===== src/rtl/gerador_comparacao.sv =====
// Password comparison producer: stores the lock password and, on request, streams one
// match bit per digit to the downstream verifier, tracking failed attempts and lockout.
module gerador_comparacao #(
  parameter int                          N_DIGITOS      = 4,
  parameter int                          DW             = 4,
  parameter logic [N_DIGITOS*DW-1:0]     SENHA_PADRAO   = 16'h1234,
  parameter int                          MAX_TENTATIVAS = 3
) (
  input  logic                    clk,
  input  logic                    rst,
  input  logic                    iniciar,
  input  logic                    gravar,
  input  logic [N_DIGITOS*DW-1:0] senha_entrada,
  output logic                    comparacao,
  output logic                    ocupado,
  output logic                    fim,
  output logic                    acerto,
  output logic                    bloqueado,
  output logic [2:0]              erros
);

  localparam int IW = (N_DIGITOS > 1) ? $clog2(N_DIGITOS) : 1;
  localparam logic [IW-1:0] ULTIMO_INDICE = IW'(N_DIGITOS - 1);
  localparam logic [3:0]    LIMITE_ERROS  = 4'(MAX_TENTATIVAS);

  typedef enum logic [1:0] {
    OCIOSO,
    COMPARA,
    FIM
  } estado_t;

  estado_t                 estado_q;
  logic [N_DIGITOS*DW-1:0] senha_q;
  logic [N_DIGITOS*DW-1:0] codigo_q;
  logic [IW-1:0]           indice_q;
  logic                    ok_acc_q;
  logic                    acerto_q;
  logic [2:0]              erros_q;
  logic                    bloqueado_q;

  logic                    comparacao_d;
  logic [3:0]              erros_mais_um_d;
  logic [2:0]              erros_sat_d;
  logic                    atinge_limite_d;

  // NOTE: every variable assigned in always_comb gets a default first, so no path leaves
  // it unassigned and no latch is inferred.
  always_comb begin
    comparacao_d = 1'b0;
    if (estado_q == COMPARA) begin
      for (int i = 0; i < N_DIGITOS; i++) begin
        if (indice_q == IW'(i)) begin
          comparacao_d = (codigo_q[(N_DIGITOS-1-i)*DW +: DW] ==
                          senha_q[(N_DIGITOS-1-i)*DW +: DW]);
        end
      end
    end
  end

  // Failure bookkeeping is evaluated one bit wider so the lockout threshold sees the
  // unsaturated count.
  always_comb begin
    erros_mais_um_d = {1'b0, erros_q} + 4'd1;
    erros_sat_d     = (erros_q == 3'd7) ? 3'd7 : erros_mais_um_d[2:0];
    atinge_limite_d = (erros_mais_um_d >= LIMITE_ERROS);
  end

  // NOTE: all state here is updated with non-blocking assignments so every register
  // samples the pre-edge values of its neighbours.
  always_ff @(posedge clk or negedge rst) begin
    if (!rst) begin
      estado_q    <= OCIOSO;
      senha_q     <= SENHA_PADRAO;
      codigo_q    <= '0;
      indice_q    <= '0;
      ok_acc_q    <= 1'b0;
      acerto_q    <= 1'b0;
      erros_q     <= 3'd0;
      bloqueado_q <= 1'b0;
    end else begin
      case (estado_q)
        OCIOSO: begin
          if (!bloqueado_q) begin
            if (iniciar) begin
              codigo_q <= senha_entrada;
              indice_q <= '0;
              ok_acc_q <= 1'b1;
              estado_q <= COMPARA;
            end else if (gravar) begin
              senha_q <= senha_entrada;
            end
          end
        end
        COMPARA: begin
          ok_acc_q <= ok_acc_q & comparacao_d;
          indice_q <= indice_q + 1'b1;
          if (indice_q == ULTIMO_INDICE) begin
            acerto_q <= ok_acc_q & comparacao_d;
            estado_q <= FIM;
          end
        end
        FIM: begin
          if (acerto_q) begin
            erros_q <= 3'd0;
          end else begin
            erros_q <= erros_sat_d;
            if (atinge_limite_d) begin
              bloqueado_q <= 1'b1;
            end
          end
          estado_q <= OCIOSO;
        end
        default: estado_q <= OCIOSO;
      endcase
    end
  end

  assign comparacao = comparacao_d;
  assign ocupado    = (estado_q != OCIOSO);
  assign fim        = (estado_q == FIM);
  assign acerto     = acerto_q;
  assign bloqueado  = bloqueado_q;
  assign erros      = erros_q;

endmodule


===== config.mk =====
export PLATFORM = sky130hd
export DESIGN_NAME = gerador_comparacao
export DESIGN_NICKNAME = d
export VERILOG_FILES = /design/src/rtl/gerador_comparacao.sv
export SDC_FILE = /design/constraint.sdc
export NUM_CORES = 1
export LEC_CHECK = 0
export CORE_MARGIN = 2
export CORE_UTILIZATION = 40
export CTS_BUF_LIST = sky130_fd_sc_hd__clkbuf_16
export DETAILED_ROUTE_END_ITERATION = 10
export HOLD_SLACK_MARGIN = 0.05
export PLACE_DENSITY = 0.67
export SLEW_MARGIN = 25
export SYNTH_ARGS = -nofsm -noshare
export SYNTH_HDL_FRONTEND = slang
export SYNTH_SLANG_ARGS = --single-unit

===== constraint.sdc =====
create_clock -name clk -period 2.05 [get_ports clk]
set_clock_uncertainty 0.2 [all_clocks]
set_input_delay 0.41 -clock clk [delete_from_list [all_inputs] [get_ports clk]]
set_output_delay 0.41 -clock clk [all_outputs]
set_load 0.03 [all_outputs]

==> results of run 1 <==
## metal layers
| metal | vias up | global-route usage [%] | part of all wire, % |
|---|---|---|---|
| met1 | 590 | 17.5 | 43 |
| met3 | 5 | 4.42 | 3.6 |
| met5 | - | 0 | 0 |
| met4 | 0 | 4.76 | 1.6 |
| met2 | 16 | 24.7 | 51 |
| li1 | 571 | - | - |
## sequential cells by signal, indices dropped and copies added, names as in the netlist
signal     flops
estado_q       2
senha_q       16
ok_acc_q       1
acerto         1
indice_q       2
codigo_q      16
erros          3
bloqueado      1
## path summary, 6_finish.rpt
check | startpoint | to | slack, ps | depth (start not counted)
worst min-delay path | ok_acc_q | ok_acc_q | 310 | 1
max in group asynchronous | rst | indice_q[1] | 740 | 3
worst max-delay path | indice_q[1] | comparacao | -190 | 7
min in group asynchronous | rst | codigo_q[6] | 530 | 3
worst max register to register | estado_q[1] | codigo_q[3] | 150 | 4
worst min register to register | ok_acc_q | ok_acc_q | 310 | 1
## layout make-up
| class | count | share of cell area (%) |
|---|---|---|
| clock buffer | 5 | 4.93 |
| multi-input combinational | 94 | 36.8 |
| inverter | 4 | 0.591 |
| tap | 67 | 3.30 |
| clock inverter | 3 | 0.493 |
| timing repair buffer | 32 | 12.1 |
| sequential | 42 | 41.7 |
## cells in the mapped netlist
master and number:
dfrtp_1 37, mux2_4 18, mux2_2 14, xnor2_1 10
nand2_1 7, xor2_1 6, dfstp_2 5, ha_1 5
a21oi_1 4, inv_1 4, o21ai_0 3, a21o_1 2
buf_12 2, nand3_1 2, nand4_1 2, nor3_1 2
o21bai_1 2, a211oi_1 1, a22o_1 1, and2_4 1
and2b_1 1, buf_6 1, nand2b_1 1, nand3b_4 1
nand4b_1 1, nor2_1 1, nor2_4 1, nor2b_1 1
nor3b_1 1, o22ai_1 1, o31ai_1 1, o32a_1 1
or2_2 1, or2_4 1, or2b_1 1
## power by group through the flow
stage	Combinational, mW	Clock [mW]	Sequential (mW)
finish	1.57	0.728	1.59
global route	1.70	0.793	1.65
CTS	1.56	0.749	1.58
detailed placement	1.53	0	1.59
global placement	1.49	0	1.56
floorplan	1.19	0	1.57
## worst max-delay path, stage by stage, from the launching register on
cell and delay, ps:
dfrtp_2 410, inv_1 80, ha_1 210, nor2_1 130, nand3_2 90, o22ai_2 190, a21o_2 120, buf_6 120
## cell families (layout without fill, tap and decap cells)
logic type | count (synthesis) | count (layout) | synth area share (%)
buffers and inverters | 7 | 44 | 3.28
xor gates and xnor gates | 16 | 16 | 6.93
DFF | 42 | 42 | 52.3
adders and majority gates | 5 | 5 | 3.10
AOI/OAI and AO/OA | 16 | 16 | 5.20
and+or+nand+nor | 25 | 25 | 7.99
muxes | 32 | 32 | 21.2
## cell usage in the layout, fill, tap and decap left out, types with 2 or more instances in the layout
cell and count:
a21oi_1 4, buf_4 5, clkbuf_16 5, clkdlybuf4s50_1 21, dfrtp_1 35, dfrtp_2 2
dfstp_2 5, dlymetal6s2s_1 2, ha_1 3, inv_1 5, mux2_2 14, mux2_4 18
nand2_1 7, nand4_1 2, nor3_1 2, o21ai_0 3, o21bai_1 2, xnor2_1 10
xor2_1 6
## timing repair
action | 4_1_cts | 5_1_grt
hold buffers | 1 | 0
endpoints found under the setup margin | 2 | 3
resized for setup | 5 | 8
cloned | 0 | 0
hold endpoints to repair | 37 | 0
pin swaps | 2 | 5
==> metrics.cfg, run 1 <==
[routing]
drt-total-wl_um=3480
vias_per_cell=4.79
drc=0
antenna_left=0
drtIter0Drc=37
dr.pass1.iters=4
vias=1182
post_drt_wl_per_cell_um=14.1

[logic_synthesis]
synth_seq_cells=42
synth_seq_area_share_pct=52.3
synth_cell_types=35
ys_top_cells_by_area=dfrtp_1 (46%), mux2_4 (13%), mux2_2 (7.8%)
syn_nets=168
netlist_area_um2=2020
synth_top_area_cell=dfrtp_1
synth_area_per_cell_um2=14.1
ys.warnings.count=0
syn_inst=143
yosysTopAreaCellShare_pct=45.8

[floorplanning]
rows=25
io_pins=28
coreArea_um2=4790
die_area_um2=5640
die_w_um=75.1
initial_core_util_pct=42.2
die_h_um=75.1

[global_routing]
grt_pass1_wl_um=6030
grt_max_degree=43
grt-ovfl-total=0
grt_usage_pct=14.5
grt_pass1_vias=1321
antenna_found_initial=0

[finish]
antenna_cells=0
final_area_um2=2540
regArea_um2=1060
syn2layout_area_growth_pct=25.7
nFillCells=402
final_core_util_pct=53.1
finalNetCount=204
fin_cells=247
drive_gt1_share_pct=35.0
multiInputGateArea_um2=936

[placed_design]
port_buffers=27
dpl_worst_slack_ps=-62.6
post_dp_cell_area_um2=2340
place_hpwl_um=2450
dp_cells=238
routabilityCongestion=0.857

[power]
power.leakage_nw=1.17
power.switching_mw=1.23
p_clk_share_pct=18.7
pwr-share-seq_pct=40.9
ir_worst_vdd_v=0.000691
power_mw=3.88
p_int_mw=2.65
p_sw_share_pct=31.7
pwr-share-comb_pct=40.3
p_per_area_nw_per_um2=1530

[timing]
drv_slew=0
hold_viol=0
setup_viol=1
rsz0062_at_grt=yes
setup_slack_ps=-188
fin_hold_ws_ps=309
timing.fmax_mhz=447
fin_tns_setup_ps=-188
tightestPinTransition_ps=518
slew_headroom_pct=65.5
fin_crit_sh_pct=109
period_needed_ps=2240

[critical_path]
cp-end-kind=output port
path_class=reg2out
crit_required_ps=1440
arrival_ps=1630
cp-start-kind=flip-flop
cp_max_fo=4

[clocking]
cts_buffer_depth=2
cts_tree=done
path_clk_slew_ps=60
cts_buffers=5
cts_max_level=2
cts_setup_buffers=0
ctsRootBufferMaster=clkbuf_16
clock_sinks=42
clk_latency_ps=280

[job]
drv_cap=0

[run_status]
status=finished with violations
violations=setup timing

[min_path]
hp-class=reg2reg

Note: power is estimated with default switching activity, not from simulation.
==> run 2: changes to the inputs <==
--- a/config.mk
+++ b/config.mk
@@ -6,11 +6,11 @@
 export NUM_CORES = 1
 export LEC_CHECK = 0
 export CORE_MARGIN = 2
-export CORE_UTILIZATION = 40
+export CORE_UTILIZATION = 54
 export CTS_BUF_LIST = sky130_fd_sc_hd__clkbuf_16
 export DETAILED_ROUTE_END_ITERATION = 10
 export HOLD_SLACK_MARGIN = 0.05
-export PLACE_DENSITY = 0.67
+export PLACE_DENSITY = 0.85
 export SLEW_MARGIN = 25
 export SYNTH_ARGS = -nofsm -noshare
 export SYNTH_HDL_FRONTEND = slang
==> run 2 against run 1 <==
Compared with the run above:
- the flow still finishes with violations (setup timing)
- first-iteration DRC count rose by 59%
- cell count fell by 5.3%
- power rose by 1.2%
- core utilization rose by 17 points
- hold slack improved by 2.5 ps
- combinational power rose by 4%
- sequential cell count did not move
- critical path type unchanged
- largest power group is now combinational logic
==> metrics.cfg, run 2 (synthesis results as in run 1) <==
[finish]
final_common_cell=dfrtp_1
drive_gt1_share_pct=35.5
syn2layout_area_growth_pct=25.5
nFillCells=268
layout_common_cells=dfrtp_1 (37), clkdlybuf4s50_1 (21), mux2_4 (18), mux2_2 (14)
final_core_util_pct=69.8
antenna_cells=0
fin_cells=234
finalNetCount=210

[run_status]
violations=setup timing
status=finished with violations

[critical_path]
path_class=reg2out
crit_required_ps=1440
cp-startpoint=indice_q[0]
r2r_start=estado_q[0]
crit_slowest_cell=dfrtp_1
critPathTopFamily=flip-flops
arrival_ps=1630
cp_max_fo=4
cpPeakStageDelay_ps=420
crit_chain=ha_2, nor3b_2, nand3_1, o22ai_2, a21o_2, buf_6
cp-start-kind=flip-flop
path_buf_inv=1
cp-end-kind=output port

[timing]
tightestPinTransition_ps=513
hold_viol=0
drv_slew=0
period_needed_ps=2240
slew_headroom_pct=65.8
setup_slack_ps=-194
rsz0062_at_grt=yes
setup_viol=1
timing.fmax_mhz=446
fin_crit_sh_pct=109

[clocking]
path_clk_slew_ps=60
cts_max_level=2
cts_buffer_depth=2
clock_sinks=42
ctsRootBufferMaster=clkbuf_16
cts_buffers=5
clk_latency_ps=280
cts_tree=done

[routing]
routed.top_layer=met4
drtIter0Drc=59
routed-wl-met3_um=150
wirelength_met1_um=1470
drc=0
route.met2.wl_um=1840
post_drt_wl_per_cell_um=15.2
vias_per_cell=5.25
vias=1228
dr.pass1.iters=4
antenna_left=0
drt-total-wl_um=3550

[power]
ir_worst_vdd_v=0.000759
p_per_area_nw_per_um2=1550
power.leakage_nw=1.19
power_mw=3.93

[floorplanning]
coreArea_um2=3630
die_w_um=65.2
initial_core_util_pct=55.6
die_h_um=65.2
io_pins=28
die_area_um2=4250
rows=22

[global_routing]
grt_pass1_wl_um=6050
grt-ovfl-total=0
grt_pass1_vias=1296
grt_usage_pct=19.3
antenna_found_initial=0
grt_max_degree=43

[min_path]
hp-start=ok_acc_q
hp-class=reg2reg

[placed_design]
routabilityCongestion=0.928
dp_cells=220
port_buffers=27
place_hpwl_um=2420

[job]
drv_cap=0

==> run 2: cell types whose count changed in the layout (fill, tap and decap cells not counted), moves of 2 or more <==
| cell | previous run | this run |
|---|---|---|
| dfrtp_2 | 2 | 0 |
| buf_4 | 5 | 10 |
| dfrtp_1 | 35 | 37 |
| clkinv_1 | 1 | 3 |
==> run 2: worst reg2reg max path, cell delays in order, from the launching register on <==
cell and delay [ps]:
dfrtp_1 420, or2_4 280, nor2_4 110, and2_4 340
mux2_2 390
==> run 2: final cells by class <==
cell class	count	area (um^2)	area share, %
Sequential cell	42	1060	41.7
Clock buffer	5	125	4.93
Clock inverter	3	11.3	0.444
Inverter	4	15.0	0.592
Timing Repair Buffer	38	350	13.8
Tap cell	48	60.1	2.37
Multi-Input combinational cell	94	917	36.2
==> run 2: worst paths after layout <==
| kind | slack, ps | endpoint | cells after the start |
|---|---|---|---|
| max | -190 | comparacao | 6 |
| min | 310 | ok_acc_q | 1 |
| max reg2reg | 190 | codigo_q[4] | 4 |
| min reg2reg | 310 | ok_acc_q | 1 |
| max in group asynchronous | 750 | senha_q[2] | 3 |
| min in group asynchronous | 520 | acerto | 3 |
==> run 2: routing by layer <==
metal	vias up	global-route usage, %
li1	582	-
met1	602	23.1
met2	35	32.1
met3	9	6.16
met4	0	8.07
met5	-	0
==> run 2: stage by stage <==
step           area, um^2  TNS [ps]  hold WS [ps]  worst slack [ps]
6_report             2540      -194           311              -194
3_3_place_gp         2330         0           287              42.3
4_1_cts              2510      -201           314              -201
3_5_place_dp         2330     -51.7           302             -51.7
2_1_floorplan        2020         0         -85.6              34.0
5_1_grt              2540      -257           328              -257
==> run 2: what timing repair did <==
action                                  in CTS  in global routing
hold endpoints to repair                    37                  0
gates resized for setup                      6                  6
pin swaps                                    1                  4
endpoints found under the setup margin       3                  4
hold buffers                                 1                  0
buffers inserted                             2                  3
==> run 2: report_power, final <==
part | internal, mW | switching [mW]
registers | 1.27 | 0.318
logic | 0.977 | 0.649
clock network | 0.437 | 0.284
total | 2.68 | 1.25
==> run 3: changes to the inputs <==
--- a/config.mk
+++ b/config.mk
@@ -5,6 +5,7 @@
 export SDC_FILE = /design/constraint.sdc
 export NUM_CORES = 1
 export LEC_CHECK = 0
+export CAP_MARGIN = 15
 export CORE_MARGIN = 2
 export CORE_UTILIZATION = 54
 export CTS_BUF_LIST = sky130_fd_sc_hd__clkbuf_16
==> results of run 3 <==
The final DEF is identical to that of run 2; final timing and power are the same.
